### src/rtl/keypad_scanner.sv
// 4x3 active-low keypad scanner: column scan, frame decode, press/release debounce.
// Define KEYSCAN_AUTOREPEAT_EN to add auto-repeat pulses on key_valid while a key is held.
module keypad_scanner #(
    parameter int         SCAN_DIV      = 1000,
    parameter int         DEBOUNCE_CNT  = 8,
    parameter int         REPEAT_FRAMES = 64,
    parameter logic [3:0] NOKEY         = 4'd10
) (
    input  logic       clock,
    input  logic       reset,
    input  logic [3:0] row_n,
    output logic [2:0] col_n,
    output logic [3:0] key,
    output logic       key_valid,
    output logic       key_held
);
    localparam int DIV_W   = (SCAN_DIV > 1) ? $clog2(SCAN_DIV) : 1;
    localparam int CNT_MAX = (DEBOUNCE_CNT > REPEAT_FRAMES) ? DEBOUNCE_CNT : REPEAT_FRAMES;
    localparam int CNT_W   = $clog2(CNT_MAX + 1);
    localparam logic [DIV_W-1:0] STEP_LAST = DIV_W'(SCAN_DIV - 1);
    localparam logic [CNT_W-1:0] DEB_C     = CNT_W'(DEBOUNCE_CNT);
    localparam logic [CNT_W-1:0] CNT_SAT   = {CNT_W{1'b1}};

    typedef enum logic [1:0] {IDLE, DEBOUNCE, PRESSED, RELEASE} state_t;

    // ---------------- column scan ----------------
    logic [DIV_W-1:0] step_cnt;
    logic [1:0]       col_idx;
    logic             step_last, frame_end;

    assign step_last = (step_cnt == STEP_LAST);
    assign frame_end = step_last && (col_idx == 2'd2);

    always_ff @(posedge clock) begin
        if (reset) begin
            step_cnt <= '0;
            col_idx  <= 2'd0;
        end else if (step_last) begin
            step_cnt <= '0;
            col_idx  <= (col_idx == 2'd2) ? 2'd0 : col_idx + 2'd1;
        end else begin
            step_cnt <= step_cnt + 1'b1;
        end
    end

    always_comb begin
        case (col_idx)
            2'd1:    col_n = 3'b101;
            2'd2:    col_n = 3'b011;
            default: col_n = 3'b110;
        endcase
    end

    // ---------------- frame decode ----------------
    logic [3:0] lows;
    logic [2:0] n_low, tot_raw;
    logic [3:0] cur_code, f_code, acc_code;
    logic       cur_bad, f_bad, acc_bad;
    logic [1:0] acc_n;
    logic       frame_none, frame_key;

    assign lows  = ~row_n;
    assign n_low = {2'b0, lows[0]} + {2'b0, lows[1]} + {2'b0, lows[2]} + {2'b0, lows[3]};

    // Code of the lowest-numbered low row; only meaningful when a single row is low.
    always_comb begin
        cur_code = NOKEY;
        cur_bad  = 1'b0;
        for (int r = 3; r >= 0; r--) begin
            if (lows[r]) begin
                if (r == 3) begin
                    cur_code = 4'd0;
                    cur_bad  = (col_idx != 2'd1);
                end else begin
                    cur_code = {2'b0, 2'(r)} * 4'd3 + {2'b0, col_idx} + 4'd1;
                    cur_bad  = 1'b0;
                end
            end
        end
    end

    assign tot_raw    = {1'b0, acc_n} + n_low;
    assign f_code     = (acc_n != 2'd0) ? acc_code : cur_code;
    assign f_bad      = (acc_n != 2'd0) ? acc_bad  : cur_bad;
    assign frame_none = (tot_raw == 3'd0);
    assign frame_key  = (tot_raw == 3'd1) && !f_bad;

    // Low count saturates at 2: anything above one key is already INVALID.
    always_ff @(posedge clock) begin
        if (reset || frame_end) begin
            acc_n    <= 2'd0;
            acc_code <= NOKEY;
            acc_bad  <= 1'b0;
        end else if (step_last) begin
            acc_n    <= (tot_raw >= 3'd2) ? 2'd2 : tot_raw[1:0];
            acc_code <= f_code;
            acc_bad  <= f_bad;
        end
    end

    // ---------------- debounce FSM ----------------
    state_t           state, state_nx;
    logic [CNT_W-1:0] cnt, cnt_nx, cnt_inc;
    logic [3:0]       cand, cand_nx, key_nx;
    logic             valid_nx, match;

    assign cnt_inc = (cnt == CNT_SAT) ? cnt : cnt + 1'b1;
    assign match   = frame_key && (f_code == cand);

`ifdef KEYSCAN_AUTOREPEAT_EN
    localparam logic [CNT_W-1:0] REP_C = CNT_W'(REPEAT_FRAMES);
    logic [CNT_W-1:0] rep_cnt, rep_nx, rep_inc;
    assign rep_inc = (rep_cnt == CNT_SAT) ? rep_cnt : rep_cnt + 1'b1;
`endif

    always_ff @(posedge clock) begin
        if (reset) begin
            state     <= IDLE;
            cnt       <= '0;
            cand      <= NOKEY;
            key       <= NOKEY;
            key_valid <= 1'b0;
        end else begin
            state     <= state_nx;
            cnt       <= cnt_nx;
            cand      <= cand_nx;
            key       <= key_nx;
            key_valid <= valid_nx;
        end
    end

`ifdef KEYSCAN_AUTOREPEAT_EN
    always_ff @(posedge clock) begin
        if (reset) rep_cnt <= '0;
        else       rep_cnt <= rep_nx;
    end
`endif

    always_comb begin
        state_nx = state;
        cnt_nx   = cnt;
        cand_nx  = cand;
        key_nx   = key;
        valid_nx = 1'b0;
`ifdef KEYSCAN_AUTOREPEAT_EN
        rep_nx   = rep_cnt;
`endif
        if (frame_end) begin
            case (state)
                IDLE: if (frame_key) begin
                    state_nx = DEBOUNCE;
                    cand_nx  = f_code;
                    cnt_nx   = {{(CNT_W-1){1'b0}}, 1'b1};
                end
                DEBOUNCE: if (match) begin
                    if (cnt_inc >= DEB_C) begin
                        state_nx = PRESSED;
                        key_nx   = cand;
                        valid_nx = 1'b1;
                        cnt_nx   = '0;
`ifdef KEYSCAN_AUTOREPEAT_EN
                        rep_nx   = '0;
`endif
                    end else begin
                        cnt_nx = cnt_inc;
                    end
                end else begin
                    state_nx = IDLE;
                    cnt_nx   = '0;
                end
                PRESSED: if (match) begin
`ifdef KEYSCAN_AUTOREPEAT_EN
                    if (rep_inc >= REP_C) begin
                        valid_nx = 1'b1;
                        rep_nx   = '0;
                    end else begin
                        rep_nx = rep_inc;
                    end
`endif
                end else begin
                    state_nx = RELEASE;
                    cnt_nx   = frame_none ? {{(CNT_W-1){1'b0}}, 1'b1} : '0;
                end
                RELEASE: if (frame_none) begin
                    if (cnt_inc >= DEB_C) begin
                        state_nx = IDLE;
                        key_nx   = NOKEY;
                        cnt_nx   = '0;
                    end else begin
                        cnt_nx = cnt_inc;
                    end
                end else if (match) begin
                    state_nx = PRESSED;
                    cnt_nx   = '0;
                end else begin
                    cnt_nx = '0;
                end
                default: state_nx = IDLE;
            endcase
        end
    end

    assign key_held = (state == PRESSED) || (state == RELEASE);

endmodule

### config.mk
export PLATFORM = sky130hd
export DESIGN_NAME = keypad_scanner
export DESIGN_NICKNAME = d
export VERILOG_FILES = /design/src/rtl/keypad_scanner.sv
export SDC_FILE = /design/constraint.sdc
export NUM_CORES = 1
export LEC_CHECK = 0
export BUFFER_PORTS_ARGS = -buffer_cell sky130_fd_sc_hd__buf_2
export CAP_MARGIN = 20
export CORE_AREA = 2 2 81 83
export DETAILED_ROUTE_END_ITERATION = 12
export DIE_AREA = 0 0 83 85
export PLACE_DENSITY = 0.55
export SYNTH_ARGS = -nofsm -noshare
export SYNTH_HDL_FRONTEND = slang
export SYNTH_SLANG_ARGS = --single-unit
### constraint.sdc
create_clock -name clock -period 7.4 [get_ports clock]
set_input_delay 1.11 -clock clock [delete_from_list [all_inputs] [get_ports clock]]
set_output_delay 1.11 -clock clock [all_outputs]
set_load 0.01 [all_outputs]
==> Yosys cells after proc, flatten, opt, wreduce, memory -nomap -nowiden <==
Index checks and enable logic that the tools add are counted.
{ "classes": {"add_sub_neg": 12, "order_cmp": 2, "eq_ne": 19, "mux": 35, "n_bitwise": 4, "reduce_logical": 16} }
{ "op_table": {"columns": ["cell", "n"], "rows": [
  ["7-bit two-way mux", 6],
  ["4-bit two-way mux", 9],
  ["7-bit case mux with 4 select lines", 1],
  ["2-bit two-way mux", 9],
  ["2-bit != test (second input constant)", 6],
  ["6-bit AND reduction", 2],
  ["10-bit by 1-bit adder with 10-bit output (second input constant)", 1],
  ["10-bit equality test (second input constant)", 1],
  ["3-bit != test (second input constant)", 3],
  ["2-bit case mux with 4 select lines", 1],
  ["4-bit case mux with 2 select lines", 1],
  ["7-bit by 1-bit adder with 7-bit output (second input constant)", 1],
  ["7-bit equality test (second input constant)", 1],
  ["7-bit by 4-bit greater-or-equal comparator with 1-bit output (second input constant)", 1],
  ["1-bit two-way mux", 7],
  ["2-bit equality test (second input constant)", 3],
  ["3-bit case mux with 2 select lines", 1],
  ["3-bit AND reduction", 2],
  ["3-bit by 1-bit adder with 4-bit output (second input constant)", 1],
  ["3-bit by 2-bit adder with 4-bit output (first input constant)", 1],
  ["4-bit by 1-bit adder with 4-bit output (second input constant)", 1],
  ["2-bit by 1-bit equality test with 1-bit output (second input constant)", 2],
  ["4-bit equality test", 1],
  ["4-bit NOT", 1],
  ["other kinds (19)", 25]
]} }
{ "totals": {"register_bits": 37, "word_cells": 98} }

==> Longest topological paths before layout <==
{ "logic_depth": {"depth_word": 12, "mapped_depth": 13, "ltp_nobuf": 13} }

==> Worst setup path after synthesis <==
No wires, ideal clock.
{ "synth_timing": {"kind": "input port to flip-flop", "startpoint": "input row_n[0]", "endpoint": "register state[0]", "setup_time_ps": 86, "arrival_ps": 4002, "t_required_ps": 7314, "slack_ps": 3313, "path_stages": 13, "n_path_buf": 1, "path_cell_list": "inv_1 fa_1 inv_1 fa_1 inv_1 fa_1 a2111o_1 a2111o_1 o21ai_2 and3_1 buf_2 nor4_1 a211oi_1"} }
{ "synth_via": {"elab_chain_cells": 10} }
{ "synth_rtl": {"columns": ["element", "line_no", "source"], "rows": [
  ["start, declared", "11", "input logic [3:0] row_n,"],
  ["4-bit NOT (*)", "62", "assign lows = ~row_n;"],
  ["1-bit by 1-bit adder with 2-bit output", "63", "assign n_low = {2'b0, lows[0]} + {2'b0, lows[1]} + {2'b0, lows[2]} + {2'b0, lows[3]};"],
  ["2-bit by 1-bit adder with 3-bit output", "63", null],
  ["3-bit by 1-bit adder with 3-bit output", "63", null],
  ["2-bit by 3-bit adder with 3-bit output", "82", "assign tot_raw = {1'b0, acc_n} + n_low;"],
  ["3-bit by 1-bit equality test with 1-bit output", "86", "assign frame_key = (tot_raw == 3'd1) && !f_bad;"],
  ["1-bit logical AND", "86", null],
  ["1-bit logical AND", "108", "assign match = frame_key && (f_code == cand);"],
  ["3-bit != test (no source line) (tied with other cells)", null, null],
  ["6-bit AND reduction (no source line) or 2-bit case mux with 4 select lines (tied branches)", null, null],
  ["end signal, assigned", "124", "state <= state_nx;"],
  ["end, declared", "102", "state_t state, state_nx;"]
]} }
Mark *: on every way between the ends. The rest lies on a longest branch, timed or not.
A chain may end at the register's enable or synchronous reset.

==> Final worst setup path <==
Same ends and word-level chain as after synthesis.

==> metrics.yaml <==
ff2ff_path_depth: 10
critical_path.startpoint_type: "primary input"
core_region_area_mm2: 0.00620
yosys.cell_count.top_type: "dfxtp_1"
synth-compound-area-share_pct: 17.3
worst_ir_drop_vdd_v: 0.0000781
timing.critical_path.to: "state[0]"
numCtsBuffers: 5
cts_buffer_depth: 2
timing.critical_path.arrival_ns: 4.41
dominant_combinational_cell_family_by_area_after_synthesis: "simple AND/OR/NAND/NOR gates"
reg2reg_setup_slack_ns: 4.30
critPathKind: "primary input to register"
route.top_layer_used: "met4"
timing.rr.start: "acc_n[0]"
status: "finished clean"
instances_no_fill: 345
rsz0062_at_grt: "no"
critical_path.top_delay_family: "adder cells"
final.setup.tns_ns: 0
min_period_over_period_pct: 56.8
clk_slew_on_worst_s_h_paths_ns: 0.07
cts.sink_count: 37
die_height_um: 85
area_of_the_die_mm2: 0.00706
layout-drive-gt1-share_pct: 11.2
syn2layout_area_growth_pct: 10.5
cts_resized: 0
wl_per_cell_um: 13.0
grt_max_degree: 26
clockRootBuffer: "clkbuf_8"
floorplan.initialDensity_pct: 33.9
cts_hold_buf: 0
rows: 29
seq_area_frac_synth_pct: 35.2
normalized_max_slew_margin_pct: 57.3
dp.final_hpwl_mm: 3.35
detail_route.drc_violations: 0
post_synth_edffs: 0
postSynth.asyncResetShare_pct: 0
worst_skew_pair.late_latency_ns: 0.29
finalWirelength_mm: 4.49
diodes: 0
cp_max_fo: 8
synthCells: 256
global_route.usage.total_pct: 13.6
drv_cap: 0
power.density_mw_per_mm2: 163
flip_flop_and_latch_count_after_synthesis: 37
design.portCount: 15
layout.filler_cells: 637
setup_viol_count_final: 0
nNetsFinal: 284
synth_top_area_cell: "dfxtp_1"
path_cells: "buf_2 > inv_1 > fa_1 > inv_1 > fa_1 > inv_1 > fa_1 > a2111o_1 > a2111o_1 > o21ai_2 > and3_1 > nor4_1 > a211oi_1"
fin_skew_ns: 0.00532
wl_met2_mm: 1.83
dp_cells: 338
synth_flop_cell: "dfxtp_1"
netlist.area_leader.share_pct: 35.2
critical_path.n_buffers_inverters: 4
post_synth_fa_ha_maj_area_fraction_pct: 7.02
initial_antenna_violation_count: 0
worst-slew-pin-transition_ns: 0.635
cpPeakStageDelay_ns: 0.53
cts_htree_levels: 2
leading_cell_types_by_total_area_after_synthesis: "dfxtp_1, nor2_1, nand2_1"
dieWidth_um: 83
postRouteAntennaNets: 0
number_of_warnings_printed_during_yosys_synthesis: 0
first_global_vias: 1585
synthesis.area_per_instance_um2: 8.22
place_congestion: 0.839
synth_fp_nets: 272
timing.final.crit_period_ns: 4.20
drt_iter0_drc: 70
p_leak_nw: 0.870
maximum_achievable_frequency_ghz: 0.238
finalMaxSlewViolations: 0
post_cts.repair.setup_buffers: 0
post_synth_instance_area_mm2: 0.00210
synth_simple_gate_area_share_pct: 30.5
drt-met1-wl_mm: 2.41
yosys-top-cells-count: "dfxtp_1, nor2_1, nand2_1"
crit_slowest_cell: "fa_1"
cp_data_required_time_ns: 7.61
critical_path_capture_point_type: "register"
port-buffer-count: 14
yosys.cell_types.count: 54
wl_met3_um: 162
detail_route.vias_per_cell: 5.07
crit_start: "row_n[0]"
timing.critical_path.depth: 13
grt_remaining_overflow: 0
timing.final.hold_violations: 0
cts_tree: "yes"
timing.hold.worst.class: "register to register"
yosys-mux-area-fraction_pct: 1.67
post_synth_xor_area_fraction_pct: 4.16
reg2reg_to: "state[0]"
detailedRoute.firstPassIterationCount: 4
global_route_wire_length_before_repair_mm: 7.82
route.vias.total: 1750
==> area by class of cell <==
| type | count | area (µm²) | share of cell area [%] |
|---|---|---|---|
| clock buffers | 6 | 82.6 | 3.55 |
| clock inverters | 1 | 7.51 | 0.323 |
| inverters | 14 | 52.6 | 2.26 |
| multi-input cells | 196 | 1270 | 54.8 |
| flip-flops and latches | 37 | 741 | 31.9 |
| well taps | 77 | 96.3 | 4.15 |
| repair buffers | 14 | 70.1 | 3.02 |
==> worst min-delay path by stage <==
stage | startpoint | end | slack [ns] | cells after the start
floorplan | step_cnt[0] | step_cnt[0] | 0.43 | 1
finish | key[0] | key[0] | 0.46 | 2
global placement | key[0] | key[0] | 0.44 | 2
global route | key[0] | key[0] | 0.48 | 2
CTS | key[0] | key[0] | 0.46 | 2
detailed placement | key[0] | key[0] | 0.45 | 2
==> metal layers <==
metal  track usage [%]  up-vias
met4              5.51        0
met5                 0        -
met3              3.02        5
met2              19.4       30
met1              19.9      796
li1                  -      919
==> state kept, by name, indices dropped and copies added (netlist names) <==
register	cells
key_valid	1
acc_n	2
acc_code	4
state	2
col_idx	2
key	4
cnt	7
cand	4
step_cnt	10
acc_bad	1
==> power by group <==
group | total (mW) | internal [mW] | switching, mW
registers | 0.202 | 0.200 | 0.00142
clock network | 0.144 | 0.0736 | 0.0708
logic | 0.0328 | 0.0123 | 0.0206
total | 0.379 | 0.286 | 0.0928
==> cells by family after synthesis <==
kind of cell               after synthesis
DFF                                     37
muxes                                    3
buffers and inverters                   23
adders and majority gates               10
AOI/OAI and AO/OA                       48
and+or+nand+nor                        125
xor gates and xnor gates                10
==> through the flow <==
stage | total power [mW] | utilization [%] | setup slack, ns | hold WS, ns | area, µm²
after floorplan | 0.230 | - | 3.31 | 0.430 | 2100
after global placement | 0.239 | 36.0 | 2.96 | 0.442 | 2230
after detailed placement | 0.239 | 36.0 | 2.92 | 0.448 | 2230
after CTS | 0.383 | 37.4 | 3.21 | 0.462 | 2320
after global routing | 0.398 | 37.4 | 2.92 | 0.484 | 2320
final | 0.379 | 37.4 | 3.20 | 0.455 | 2320
==> worst register-to-register path, cell delays in order, from the launching register on <==
cell and delay, ns:
dfxtp_1 0.40, inv_1 0.08, fa_1 0.42, inv_1 0.07, fa_1 0.45, a2111o_1 0.38, a2111o_1 0.36, o21ai_2 0.23
and3_1 0.34, nor4_1 0.08, a211oi_1 0.19
==> cells in the final DEF, fill, tap and decap left out, types with 3 or more instances in the layout <==
cell type,n
dfxtp_1,37
nor2_1,32
nand2_1,25
a21oi_1,16
inv_1,14
buf_2,14
nor3_1,13
nand3_1,10
nor2b_1,8
and2_1,8
ha_1,7
clkbuf_8,6
xor2_1,5
o21ai_0,5
nand4b_1,5
xnor2_1,5
nor4_1,5
nand2b_1,4
o21bai_1,4
nand4_1,3
fa_1,3
Note: power is estimated with default switching activity, not from simulation.
